[src/rtl/mole_round_if.sv]
// Signal bundle between the game controller side and the mole round engine.
// The engine takes the slave view; the controller/top level takes the master view.
interface mole_round_if #(
    parameter int N_HOLES = 4
);
    logic               play;
    logic               display_score;
    logic [N_HOLES-1:0] whack;
    logic [N_HOLES-1:0] mole;
    logic [11:0]        score_bcd;
    logic               hit_pulse;
    logic               miss_pulse;
    logic               round_active;

    modport master (
        output play,
        output display_score,
        output whack,
        input  mole,
        input  score_bcd,
        input  hit_pulse,
        input  miss_pulse,
        input  round_active
    );

    modport slave (
        input  play,
        input  display_score,
        input  whack,
        output mole,
        output score_bcd,
        output hit_pulse,
        output miss_pulse,
        output round_active
    );
endinterface

[src/rtl/mole_round_engine.sv]
// Mole round engine: raises one mole at a time on a pseudo-random hole while
// play is high, times the whack window, judges button edges as hit or miss and
// keeps a saturating 3-digit BCD score for the HEX display path.
module mole_round_engine #(
    parameter int         N_HOLES       = 4,
    parameter int         WINDOW_CYCLES = 25000000,
    parameter int         GAP_CYCLES    = 12500000,
    parameter logic [7:0] LFSR_SEED     = 8'hA5
) (
    input logic         clk,
    input logic         reset,
    mole_round_if.slave bus
);

    localparam int HW      = (N_HOLES > 2) ? $clog2(N_HOLES) : 1;
    localparam int CNT_MAX = (WINDOW_CYCLES > GAP_CYCLES) ? WINDOW_CYCLES : GAP_CYCLES;
    localparam int CW      = $clog2(CNT_MAX + 1);
    localparam logic [N_HOLES-1:0] ONE_HOT0 = N_HOLES'(1);

    typedef enum logic [1:0] {
        IDLE,
        SPAWN,
        UP,
        GAP
    } state_t;

    state_t             state, state_n;
    logic [7:0]         lfsr;
    logic [CW-1:0]      counter, counter_n;
    logic [HW-1:0]      hole, hole_n;
    logic [N_HOLES-1:0] whack_q;
    logic               play_q;
    logic [N_HOLES-1:0] mole_r, mole_n;
    logic [11:0]        score_r, score_n;
    logic               hit_r, hit_n;
    logic               miss_r, miss_n;

    logic               lfsr_fb;
    logic [HW-1:0]      lfsr_hole;
    logic [HW-1:0]      spawn_hole;
    logic [N_HOLES-1:0] hole_mask;
    logic [N_HOLES-1:0] whack_rise;
    logic               correct_rise;
    logic               wrong_rise;

    // Decimal increment with carry into tens and hundreds; 999 holds.
    function automatic logic [11:0] bcd_inc(input logic [11:0] v);
        logic [11:0] r;
        r = v;
        if (v == 12'h999) begin
            r = v;
        end else if (v[3:0] != 4'd9) begin
            r[3:0] = v[3:0] + 4'd1;
        end else if (v[7:4] != 4'd9) begin
            r[3:0] = 4'd0;
            r[7:4] = v[7:4] + 4'd1;
        end else begin
            r[3:0]  = 4'd0;
            r[7:4]  = 4'd0;
            r[11:8] = v[11:8] + 4'd1;
        end
        return r;
    endfunction

    // Hole selection, whack edge detection and hit/miss classification.
    always_comb begin
        lfsr_fb   = lfsr[7] ^ lfsr[5] ^ lfsr[4] ^ lfsr[3];
        lfsr_hole = HW'(int'(lfsr) % N_HOLES);
        if (lfsr_hole == hole) begin
            spawn_hole = (lfsr_hole == HW'(N_HOLES - 1)) ? '0 : lfsr_hole + HW'(1);
        end else begin
            spawn_hole = lfsr_hole;
        end
        hole_mask    = ONE_HOT0 << hole;
        whack_rise   = bus.whack & ~whack_q;
        correct_rise = |(whack_rise & hole_mask);
        wrong_rise   = |(whack_rise & ~hole_mask);
    end

    // Next-state logic; abort conditions (display phase, play dropped) win over everything.
    always_comb begin
        state_n   = state;
        counter_n = counter;
        hole_n    = hole;
        mole_n    = '0;
        score_n   = score_r;
        hit_n     = 1'b0;
        miss_n    = 1'b0;

        if (bus.display_score || (state != IDLE && !bus.play)) begin
            state_n = IDLE;
        end else begin
            case (state)
                IDLE: begin
                    if (bus.play && !play_q) begin
                        state_n = SPAWN;
                        score_n = '0;
                    end
                end
                SPAWN: begin
                    hole_n    = spawn_hole;
                    counter_n = '0;
                    mole_n    = ONE_HOT0 << spawn_hole;
                    state_n   = UP;
                end
                UP: begin
                    mole_n    = hole_mask;
                    counter_n = counter + CW'(1);
                    if (correct_rise) begin
                        hit_n     = 1'b1;
                        score_n   = bcd_inc(score_r);
                        mole_n    = '0;
                        counter_n = '0;
                        state_n   = GAP;
                    end else if (counter == CW'(WINDOW_CYCLES - 1)) begin
                        miss_n    = 1'b1;
                        mole_n    = '0;
                        counter_n = '0;
                        state_n   = GAP;
                    end else if (wrong_rise) begin
                        miss_n = 1'b1;
                    end
                end
                GAP: begin
                    if (counter == CW'(GAP_CYCLES - 1)) begin
                        counter_n = '0;
                        state_n   = SPAWN;
                    end else begin
                        counter_n = counter + CW'(1);
                    end
                end
                default: begin
                    state_n = IDLE;
                end
            endcase
        end
    end

    // State, LFSR, edge-history and registered output updates.
    always_ff @(posedge clk) begin
        if (reset) begin
            state   <= IDLE;
            lfsr    <= LFSR_SEED;
            counter <= '0;
            hole    <= '0;
            whack_q <= '0;
            play_q  <= 1'b0;
            mole_r  <= '0;
            score_r <= '0;
            hit_r   <= 1'b0;
            miss_r  <= 1'b0;
        end else begin
            state   <= state_n;
            lfsr    <= {lfsr[6:0], lfsr_fb};
            counter <= counter_n;
            hole    <= hole_n;
            whack_q <= bus.whack;
            play_q  <= bus.play;
            mole_r  <= mole_n;
            score_r <= score_n;
            hit_r   <= hit_n;
            miss_r  <= miss_n;
        end
    end

    assign bus.mole         = mole_r;
    assign bus.score_bcd    = score_r;
    assign bus.hit_pulse    = hit_r;
    assign bus.miss_pulse   = miss_r;
    assign bus.round_active = (state != IDLE);

endmodule
[src/flat_wrapper.sv]
// flat-port wrapper written by rule: the top's interface ports become plain ports
module mole_round_engine_flat 
#(
    parameter int         N_HOLES       = 4,
    parameter int         WINDOW_CYCLES = 25000000,
    parameter int         GAP_CYCLES    = 12500000,
    parameter logic [7:0] LFSR_SEED     = 8'hA5
)
  (clk, reset, bus_play, bus_display_score, bus_whack, bus_mole, bus_score_bcd, bus_hit_pulse, bus_miss_pulse, bus_round_active);
  mole_round_if #(.N_HOLES(N_HOLES)) bus_i ();
  input logic clk;
  input logic reset;
  input wire logic [$bits(bus_i.play)-1:0] bus_play;
  input wire logic [$bits(bus_i.display_score)-1:0] bus_display_score;
  input wire logic [$bits(bus_i.whack)-1:0] bus_whack;
  output wire logic [$bits(bus_i.mole)-1:0] bus_mole;
  output wire logic [$bits(bus_i.score_bcd)-1:0] bus_score_bcd;
  output wire logic [$bits(bus_i.hit_pulse)-1:0] bus_hit_pulse;
  output wire logic [$bits(bus_i.miss_pulse)-1:0] bus_miss_pulse;
  output wire logic [$bits(bus_i.round_active)-1:0] bus_round_active;
  assign bus_i.play = bus_play;
  assign bus_i.display_score = bus_display_score;
  assign bus_i.whack = bus_whack;
  assign bus_mole = bus_i.mole;
  assign bus_score_bcd = bus_i.score_bcd;
  assign bus_hit_pulse = bus_i.hit_pulse;
  assign bus_miss_pulse = bus_i.miss_pulse;
  assign bus_round_active = bus_i.round_active;
  mole_round_engine #(.N_HOLES(N_HOLES), .WINDOW_CYCLES(WINDOW_CYCLES), .GAP_CYCLES(GAP_CYCLES), .LFSR_SEED(LFSR_SEED)) u_core (.clk(clk), .reset(reset), .bus(bus_i));
endmodule
[config.mk]
export PLATFORM = sky130hd
export DESIGN_NAME = mole_round_engine_flat
export DESIGN_NICKNAME = d
export VERILOG_FILES = /design/src/rtl/mole_round_if.sv /design/src/rtl/mole_round_engine.sv /design/src/flat_wrapper.sv
export SDC_FILE = /design/constraint.sdc
export NUM_CORES = 1
export LEC_CHECK = 0
export BUFFER_PORTS_ARGS = -buffer_cell sky130_fd_sc_hd__buf_2
export CAP_MARGIN = 5
export CORE_MARGIN = 5
export CORE_UTILIZATION = 50
export CTS_BUF_LIST = sky130_fd_sc_hd__clkbuf_8
export CTS_CLUSTER_DIAMETER = 80
export CTS_CLUSTER_SIZE = 20
export DETAILED_ROUTE_END_ITERATION = 16
export MAX_ROUTING_LAYER = met4
export PLACE_DENSITY_LB_ADDON = 0.12
export SLEW_MARGIN = 15
export SYNTH_ARGS = -nofsm -noshare
export SYNTH_HDL_FRONTEND = slang
export SYNTH_SLANG_ARGS = --single-unit
[constraint.sdc]
create_clock -name clk -period 3.9 [get_ports clk]
set_input_delay 0 -clock clk [delete_from_list [all_inputs] [get_ports clk]]
set_output_delay 0 -clock clk [all_outputs]
set_load 0.01 [all_outputs]
==> summary.txt <==
Total CTS buffers = 9
Crit path largest cell delay = 0.50 ns
Sink Count = 60
GRT Overall Usage = 0.175
Area share of the largest cell type after synthesis = 0.413
Critical Path Sink Type = flip-flop
CP startpoint kind = flip-flop
Tot Pwr = 1290 uW
# IOs = 27
Wire per inst = 13.3 um
GR Overflow Total = 0
Core Util, Final = 0.596
Fmax = 0.405 GHz
Switch Pwr = 311 uW
Most used DFF post-synth = dfxtp_1
Gate power share = 0.081
Final Net Count = 379
Outcome = finished clean
Area after DPL = 0.00308 sq mm
Worst path top cell family by delay = simple AND/OR/NAND/NOR gates
Final Hold Violating Endpoints = 0
Int Pwr = 977 uW
Launch point of the worst path = u_core.state[0]
Fin Setup TNS = 0 ns
Dominant cell type by area after synthesis = dfxtp_1
RSZ-0062 raised after global routing = no
PortBufs = 26
Placeable Area = 0.00557 sq mm
Clk network pwr share = 0.423
Synth async-reset ratio = 0
Synthesized flop and latch total = 60
Die Width = 86.3 um
Avg Cell Area, Syn = 8.99 sq um
Die area = 0.00745 sq mm
Synth cell types = 49
Cell Chain, Critical Path = inv_1, ha_1, o2111ai_1, nor2_1, nand2_4, or4_1, a21oi_1
H-tree depth = 3
Initial core utilization = 0.522
Reg area = 0.00120 sq mm
Net Sw Frac = 0.241
Post-Syn Area = 0.00291 sq mm
Antenna violations before repair = 0
DP HPWL = 4000 um
Design area = 0.00332 sq mm
Final setup vio count = 0
Share of cells above drive strength 1 = 0.161
Diode count = 0
TritonCTS clock tree = yes
Pre-CTS setup slack = 1.44 ns
Buf+Inv Stages, Crit Path = 1
Power density over the cells = 387 mW/mm^2
Via count of the first global-routing pass = 2183
Most common cell in the netlist = dfxtp_1
Worst vdd ir = 0.444 mV
Clk_skew = 0.00683 ns
Synth area leaders = dfxtp_1, xor2_1, ha_1
Setup WS post-layout = 1.43 ns
Clock slew at reported path FFs = 0.07 ns
Ys Warns = 0
Minimum clock period after layout = 2.47 ns
Register area share after synthesis = 0.413
Antenna viol nets, final = 0
Clk_lat worst skew = 0.34 ns
First-pass GRT wire length = 10100 um
Area occupied by multi-input gates = 0.00160 sq mm
Final Cycle Share = 0.632
Largest net degree at the start of global routing = 31
# resized after CTS = 0
Area Growth Syn to Fin = 14.2%
FP Rows = 27
Routed WL = 5780 um
Flop pwr share = 0.496
MaxCap Viol Count = 0
Synthesized Nets = 346
Critical path class = reg2reg
1st-iter DRT viols = 66
Critical path fanouts, max = 13
Critical-path top delay cell = or4_1
Post-synth EDFFs = 0
Worst hold path startpoint = reset
Filler cells = 496
Via/cell ratio = 5.23
Mapped Cells = 324
Commonest cells in the netlist = dfxtp_1, nor2_1, xor2_1
Slew HR = 0.621
Worst-Margin Slew = 0.567 ns
Global placer's final weighted congestion = 0.812
First drt pass iteration count = 4
Via count = 2263
Critical Path AT = 2.73 ns
CTS Buffer Depth = 2
Residual DRC count = 0
Die height = 86.3 um
Worst Hold Class = in2reg
Static leakage = 0.00133 uW
Crit Reg-Reg Startpoint = u_core.state[0]
Root Driver = clkbuf_8
Final Slew Violations = 0
Required time worst endpoint = 4.16 ns
==> logic make-up (layout without fill, tap and decap cells) <==
family | Yosys count | count (layout) | share of synthesized area
xor gates and xnor gates | 33 | 33 | 0.0993
and+or+nand+nor | 154 | 154 | 0.290
muxes | 7 | 7 | 0.0288
adders and majority gates | 14 | 14 | 0.0602
AOI/OAI and AO/OA | 32 | 32 | 0.0718
DFF | 60 | 60 | 0.413
buffers and inverters | 24 | 61 | 0.0378
==> timing repair <==
action                                  CTS  global route
buffers inserted                          0             0
hold endpoints to repair                  5             0
endpoints found under the setup margin    0             0
hold buffers                              5             0
==> metal layers <==
metal  GRT usage  share of wire  wire length [um]  vias to the layer above
met1       0.234           0.51              2940                     1041
met5           -              0                 0                        -
met4      0.0722          0.014                82                        0
li1            -              -                 -                     1169
met3      0.0513          0.047               273                        7
met2       0.247           0.43              2480                       46
==> path summary, 6_finish.rpt <==
check | to | slack, ns | depth (start not counted)
max | u_core.bus.score_bcd[3] | 1.43 | 7
min | u_core.whack_q[0] | 0.14 | 2
max reg2reg | u_core.bus.score_bcd[3] | 1.43 | 7
min reg2reg | u_core.lfsr[7] | 0.41 | 1
==> cell usage in the layout (no fill, tap or decap), drive strengths merged, types with 4 or more instances in the layout <==
cell,count
or2,4
nand3,14
and3,6
ha,14
buf,27
nand4,7
inv,14
nor4,4
nor2b,13
dlygate4sd3,5
xnor2,10
dfxtp,60
nand2,24
nor3,8
and4,7
clkbuf,10
nand3b,4
a21oi,14
nand2b,7
mux2i,5
nor2,43
o21ai,5
xor2,23
==> area by class of cell <==
cell class,instances,share of cell area
multi-input cells,240,0.481
flip-flops and latches,60,0.361
repair buffers,32,0.0565
clock buffers,10,0.0414
well taps,72,0.0271
inverters,14,0.0166
clock inverters,5,0.0158
==> registers in the layout, indices dropped and copies added, names as in the netlist <==
register and count:
u_core.bus.hit_pulse 1, u_core.bus.miss_pulse 1, u_core.bus.mole 4, u_core.bus.score_bcd 12, u_core.counter 25, u_core.hole 2, u_core.lfsr 8, u_core.play_q 1
u_core.state 2, u_core.whack_q 4
==> through the flow <==
step                instances  hold slack [ns]
detailed placement        413            0.235
CTS                       433            0.130
global route              433            0.142
floorplan                 324            0.128
global placement          413            0.231
finish                    433            0.143
==> power by group through the flow <==
stage | logic (uW) | registers, uW | clock network [uW]
CTS | 105 | 639 | 559
finish | 104 | 639 | 545
detailed placement | 100 | 653 | 0
floorplan | 82.1 | 649 | 0
global placement | 98.9 | 652 | 0
global route | 116 | 641 | 595
Power figures use the tool's default switching activity.
